<file path="config.mk">
export PLATFORM = sky130hd
export DESIGN_NAME = button_conditioner
export DESIGN_NICKNAME = d
export VERILOG_FILES = /design/src/rtl/stopwatch_pkg.sv /design/src/rtl/button_debounce.sv /design/src/rtl/button_conditioner.sv
export SDC_FILE = /design/constraint.sdc
export NUM_CORES = 1
export LEC_CHECK = 0
export ABC_AREA = 1
export ABC_CLOCK_PERIOD_IN_PS = 3750
export BUFFER_PORTS_ARGS = -buffer_cell sky130_fd_sc_hd__buf_2
export CORE_MARGIN = 2
export CORE_UTILIZATION = 63
export DETAILED_ROUTE_END_ITERATION = 6
export PLACE_DENSITY = 0.82
export RECOVER_POWER = 25
export SYNTH_ARGS = -nofsm -noshare
export SYNTH_HDL_FRONTEND = slang
export SYNTH_SLANG_ARGS = --single-unit
</file>
<file path="constraint.sdc">
create_clock -name clk100_i -period 3.75 [get_ports clk100_i]
set_input_delay 0.1875 -clock clk100_i [delete_from_list [all_inputs] [get_ports clk100_i]]
set_output_delay 0.1875 -clock clk100_i [all_outputs]
set_load 0.02 [all_outputs]
</file>
<file path="src/rtl/stopwatch_pkg.sv">
// Shared definitions for the stopwatch front end: debounce state encoding
// and button channel indices.
package stopwatch_pkg;

  localparam logic [1:0] DB_RELEASED     = 2'd0;
  localparam logic [1:0] DB_PRESS_PEND   = 2'd1;
  localparam logic [1:0] DB_PRESSED      = 2'd2;
  localparam logic [1:0] DB_RELEASE_PEND = 2'd3;

  typedef enum logic [1:0] {
    ST_RELEASED     = DB_RELEASED,
    ST_PRESS_PEND   = DB_PRESS_PEND,
    ST_PRESSED      = DB_PRESSED,
    ST_RELEASE_PEND = DB_RELEASE_PEND
  } db_state_e;

  localparam int BTN_START_STOP = 0;
  localparam int BTN_SET        = 1;
  localparam int BTN_CHANGE     = 2;

endpackage

</file>
<file path="src/rtl/button_debounce.sv">
// One button channel: two-flop synchroniser, counter debounce FSM,
// registered press/release pulses and optional hold-to-repeat ticks.
module button_debounce
  import stopwatch_pkg::*;
#(
  parameter int DEBOUNCE_CYCLES = 1_000_000,
  parameter int REPEAT_DELAY    = 50_000_000,
  parameter int REPEAT_PERIOD   = 10_000_000,
  parameter bit REPEAT_EN       = 1'b0
) (
  input  logic clk100_i,
  input  logic rst_i,
  input  logic btn_n_i,
  output logic level_o,
  output logic press_o,
  output logic release_o,
  output logic repeat_o
);

  localparam int DB_W = $clog2(DEBOUNCE_CYCLES + 1);
  localparam logic [DB_W-1:0] DB_LAST = DB_W'(DEBOUNCE_CYCLES - 1);
  localparam logic [DB_W-1:0] DB_ONE  = DB_W'(1);

  logic syncMeta_q, syncPin_q;
  logic pressedS;

  db_state_e state_q, state_d;
  logic [DB_W-1:0] dbCnt_q, dbCnt_d;
  logic level_q, level_d;
  logic press_q, release_q;
  logic pressAcc, releaseAcc;

  // Synchroniser holds the raw pin level, so reset value 1 means released.
  always_ff @(posedge clk100_i or posedge rst_i) begin
    if (rst_i) begin
      syncMeta_q <= 1'b1;
      syncPin_q  <= 1'b1;
    end else begin
      syncMeta_q <= btn_n_i;
      syncPin_q  <= syncMeta_q;
    end
  end

  assign pressedS = ~syncPin_q;

  always_ff @(posedge clk100_i or posedge rst_i) begin
    if (rst_i) begin
      state_q   <= ST_RELEASED;
      dbCnt_q   <= '0;
      level_q   <= 1'b0;
      press_q   <= 1'b0;
      release_q <= 1'b0;
    end else begin
      state_q   <= state_d;
      dbCnt_q   <= dbCnt_d;
      level_q   <= level_d;
      press_q   <= pressAcc;
      release_q <= releaseAcc;
    end
  end

  always_comb begin
    state_d    = state_q;
    dbCnt_d    = dbCnt_q;
    level_d    = level_q;
    pressAcc   = 1'b0;
    releaseAcc = 1'b0;
    unique case (state_q)
      ST_RELEASED: begin
        if (pressedS) begin
          state_d = ST_PRESS_PEND;
          dbCnt_d = DB_ONE;
        end
      end
      ST_PRESS_PEND: begin
        if (!pressedS) begin
          state_d = ST_RELEASED;
          dbCnt_d = '0;
        end else if (dbCnt_q == DB_LAST) begin
          state_d  = ST_PRESSED;
          dbCnt_d  = '0;
          level_d  = 1'b1;
          pressAcc = 1'b1;
        end else begin
          dbCnt_d = dbCnt_q + DB_ONE;
        end
      end
      ST_PRESSED: begin
        if (!pressedS) begin
          state_d = ST_RELEASE_PEND;
          dbCnt_d = DB_ONE;
        end
      end
      ST_RELEASE_PEND: begin
        if (pressedS) begin
          state_d = ST_PRESSED;
          dbCnt_d = '0;
        end else if (dbCnt_q == DB_LAST) begin
          state_d    = ST_RELEASED;
          dbCnt_d    = '0;
          level_d    = 1'b0;
          releaseAcc = 1'b1;
        end else begin
          dbCnt_d = dbCnt_q + DB_ONE;
        end
      end
      default: begin
        state_d = ST_RELEASED;
        dbCnt_d = '0;
      end
    endcase
  end

  assign level_o   = level_q;
  assign press_o   = press_q;
  assign release_o = release_q;

  generate
    if (REPEAT_EN) begin : g_repeat
      localparam int HOLD_W = $clog2(REPEAT_DELAY + 1);
      localparam logic [HOLD_W-1:0] HOLD_LAST   = HOLD_W'(REPEAT_DELAY - 1);
      localparam logic [HOLD_W-1:0] HOLD_RELOAD = HOLD_W'(REPEAT_DELAY - REPEAT_PERIOD);
      localparam logic [HOLD_W-1:0] HOLD_ONE    = HOLD_W'(1);

      logic [HOLD_W-1:0] holdCnt_q, holdCnt_d;
      logic repeat_q, repeat_d;
      logic holding;

      assign holding = (state_q == ST_PRESSED) || (state_q == ST_RELEASE_PEND);

      // Reloading after each tick keeps the counter bounded without saturation;
      // the tick is suppressed on the edge that accepts the release.
      always_comb begin
        holdCnt_d = holdCnt_q;
        repeat_d  = 1'b0;
        if (pressAcc) begin
          holdCnt_d = '0;
        end else if (holding && !releaseAcc) begin
          if (holdCnt_q == HOLD_LAST) begin
            holdCnt_d = HOLD_RELOAD;
            repeat_d  = 1'b1;
          end else begin
            holdCnt_d = holdCnt_q + HOLD_ONE;
          end
        end
      end

      always_ff @(posedge clk100_i or posedge rst_i) begin
        if (rst_i) begin
          holdCnt_q <= '0;
          repeat_q  <= 1'b0;
        end else begin
          holdCnt_q <= holdCnt_d;
          repeat_q  <= repeat_d;
        end
      end

      assign repeat_o = repeat_q;
    end else begin : g_no_repeat
      assign repeat_o = 1'b0;
    end
  endgenerate

endmodule

</file>
<file path="src/rtl/button_conditioner.sv">
// Conditions the active-low stopwatch buttons into a clean level plus
// single-cycle press, release and repeat events, one independent channel each.
module button_conditioner
  import stopwatch_pkg::*;
#(
  parameter int               N_BTN           = 3,
  parameter int               DEBOUNCE_CYCLES = 1_000_000,
  parameter int               REPEAT_DELAY    = 50_000_000,
  parameter int               REPEAT_PERIOD   = 10_000_000,
  parameter logic [N_BTN-1:0] REPEAT_MASK     = N_BTN'(1 << BTN_CHANGE)
) (
  input  logic             clk100_i,
  input  logic             rst_i,
  input  logic [N_BTN-1:0] btn_n_i,
  output logic [N_BTN-1:0] btn_level_o,
  output logic [N_BTN-1:0] btn_press_o,
  output logic [N_BTN-1:0] btn_release_o,
  output logic [N_BTN-1:0] btn_repeat_o
);

  generate
    for (genvar i = 0; i < N_BTN; i++) begin : g_chan
      button_debounce #(
        .DEBOUNCE_CYCLES(DEBOUNCE_CYCLES),
        .REPEAT_DELAY   (REPEAT_DELAY),
        .REPEAT_PERIOD  (REPEAT_PERIOD),
        .REPEAT_EN      (REPEAT_MASK[i])
      ) u_debounce (
        .clk100_i (clk100_i),
        .rst_i    (rst_i),
        .btn_n_i  (btn_n_i[i]),
        .level_o  (btn_level_o[i]),
        .press_o  (btn_press_o[i]),
        .release_o(btn_release_o[i]),
        .repeat_o (btn_repeat_o[i])
      );
    end
  endgenerate

endmodule

</file>
==> metrics.txt <==
number of synthesized register bits=108; CTS root buf=clkbuf_8; final wirelength=14.5 mm; Non-Filler Instances=1031; global route total overflow=0; clock sink count=roughly 110; Final HPWL DP=10.3 mm; drt drc=0; WL per Instance=~14 um; Max Clk Rate=about 0.42 GHz; post-synthesis cell area=around 0.0064 mm^2; maximum vdd drop=~290 uV; Pre-antenna DRT Iters=5; Synthesis Warnings=0; Worst Skew=0.0183 ns; DR vias/cell=between 5 and 6; WHS Path Cells=0; Vias=about 5800; share of the synthesized area in the top cell type=0.400; register clock-pin slew on the reported worst setup and hold paths=~0.11 ns; post-cts resize count=0; final hold vios=0; unrepaired setup endpoints after global routing=no; 1st-iter DRT viols=480; relative slew slack=0.309; leading post-synthesis cells by cell area=dfrtp_1, nand2_1, nor2_1; Hold Path Class=register to register; leakage=approximately 3 nW; DRT antenna net count=0; IO Count=17; status=complete, no violations; CTS tree=yes; CTS H-tree lvls=3; PwrDens=347 mW/mm^2; Critical Path RT=approximately 4 ns; Placed Cells=1011; Seq/Total Area, Yosys=0.424; Placer Congestion=about 0.95; CTS buffer count=9; fin. max-slew vios=0; Final period util=0.633; post-synth cell types=a little over 40; Die ar.=0.0110 mm^2; Worst setup SP type=register; Area Overhead vs Synth=5.13%; endpoints failing setup=0; setup bufs post-CTS=0; Die W=approximately 100 um; Final nets=902; clk buf depth=2; actual slew at the worst max-slew pin=1.03 ns; Starting Density=0.650; fillers=~880; number of flops mapped to enable cells by yosys=0; # rows=36; R2R cell count=8; max-cap violation count=0; Synth async-reset ratio=1.00; first-pass GRT wire length=roughly 25 mm; Avg Cell Area, Syn=7.21 um^2; diode count=0; CP Capture Type=register; initial antenna violation count=0; CP Max Fanout=30; setup TNS=0 ns; WP data arrival=between 2 and 3 ns; CP Class=register to register; core area=slightly below 0.01 mm^2; clock latency on the worst-skew pair=around 0.4 ns; layout cells sized above 1=0.0757; vias in the first global route=about 5600; Total GRT Usage=0.280; most used flip-flop cell after synthesis=dfrtp_1; Syn Inst Count=just under 900; die height=about 100 um; largest net degree at the start of global routing=49; post-layout min period=around 2.4 ns; port bufs=14; post-synth top area cell=dfrtp_1
-- metal layers --
metal | vias up | part of all wire | global-route usage
li1 | 2866 | - | -
met5 | - | 0 | 0
met4 | 0 | 0.019 | 0.116
met3 | 30 | 0.055 | 0.0580
met1 | 2704 | 0.45 | 0.365
met2 | 186 | 0.47 | 0.456
-- cell usage in the layout, fill, tap and decap left out, types with 6 or more instances in the layout --
master	n
nand4_1	29
o21ai_1	17
clkbuf_1	9
dfrtp_1	102
o22ai_1	16
nand2_1	251
a21oi_1	16
clkbuf_8	10
nor2_2	11
dfstp_2	6
o21ai_0	36
inv_1	96
nor3_1	27
xor2_1	23
xnor2_1	6
nand3_1	71
nor2_1	108
-- final cells by class --
cell class                      instances  area (um^2)  share of cell area
Inverter                              104          397              0.0591
Clock inverter                          6         71.3              0.0106
Clock buffer                           10          138              0.0205
Multi-Input combinational cell        649         3110               0.463
Sequential cell                       108         2710               0.404
Timing Repair Buffer                   21          121              0.0181
Tap cell                              133          166              0.0248
-- worst max-delay path, stage by stage, from the launching register on --
cell	delay (ns)
dfrtp_1	0.41
ha_1	0.23
nand2_2	0.13
nor3_4	0.29
nand3_1	0.13
nand2_1	0.08
nand2_1	0.59
inv_6	0.29
o21ai_1	0.09
-- worst paths after layout --
kind                                                                to  slack [ns]                            start
max in group asynchronous              g_chan[2].u_debounce.state_q[0]        2.19                            rst_i
setup / recovery           g_chan[2].u_debounce.g_repeat.holdCnt_q[16]        1.38  g_chan[2].u_debounce.dbCnt_q[0]
hold reg to reg                         g_chan[1].u_debounce.syncPin_q        0.35  g_chan[1].u_debounce.syncMeta_q
min in group asynchronous              g_chan[1].u_debounce.dbCnt_q[7]        0.48                            rst_i
hold / removal                          g_chan[1].u_debounce.syncPin_q        0.35  g_chan[1].u_debounce.syncMeta_q
setup reg to reg           g_chan[2].u_debounce.g_repeat.holdCnt_q[16]        1.38  g_chan[2].u_debounce.dbCnt_q[0]
-- synthesized netlist by cell type (all sizes together), types with 2 or more instances --
cell type	instances
dfstp	6
or2	6
clkbuf	4
xnor2	6
nor3	29
ha	4
o22ai	16
nand4	30
nor2	121
dfrtp	102
o31ai	2
a31oi	3
nand3	75
inv	102
a21oi	16
clkinv	2
buf	22
nand2	256
xor2	23
o21ai	53
-- flip-flops by register name (all words and copies together) (netlist names), named ones only --
| register | count |
|---|---|
| g_chan.u_debounce.release_o | 3 |
| g_chan.u_debounce.repeat_o | 1 |
| g_chan.u_debounce.syncPin_q | 3 |
| g_chan.u_debounce.state_q | 3 |
| g_chan.u_debounce.level_o | 3 |
| g_chan.u_debounce.press_o | 3 |
| g_chan.u_debounce.dbCnt_q | 60 |
| g_chan.u_debounce.g_repeat.holdCnt_q | 26 |
| g_chan.u_debounce.syncMeta_q | 3 |
-- logic make-up (layout without fill, tap and decap cells) --
group | count (synthesis) | after routing | share of synthesized area
other | 1 | 2 | 0.000587
xor gates and xnor gates | 29 | 29 | 0.0398
and+or+nand+nor | 518 | 518 | 0.355
adders and majority gates | 4 | 4 | 0.00784
muxes | 1 | 1 | 0.00176
AOI/OAI and AO/OA | 95 | 95 | 0.0817
buffers and inverters | 130 | 141 | 0.0892
DFF | 108 | 108 | 0.424
-- stage by stage --
stage	utilization	hold slack (ns)	cell area, um^2	total power, mW	setup WS, ns
after floorplan	-	0.192	6390	1.52	0.727
after global placement	0.660	0.150	6480	1.58	1.53
after detailed placement	0.660	0.159	6480	1.60	1.41
after CTS	0.685	0.258	6730	2.36	1.39
after global routing	0.684	0.358	6710	2.45	1.12
final	0.684	0.353	6710	2.33	1.38
-- where the power goes --
part	internal [mW]	switching, mW	total [mW]
Sequential	1.22	0.0485	1.26
Clock	0.331	0.418	0.749
Combinational	0.0901	0.227	0.317
Total	1.64	0.694	2.33
-- timing repair --
action	in CTS	in global routing
hold buffers	4	0
endpoints found under the hold margin	23	0
endpoints found under the setup margin	0	0
Power figures use the tool's default switching activity.
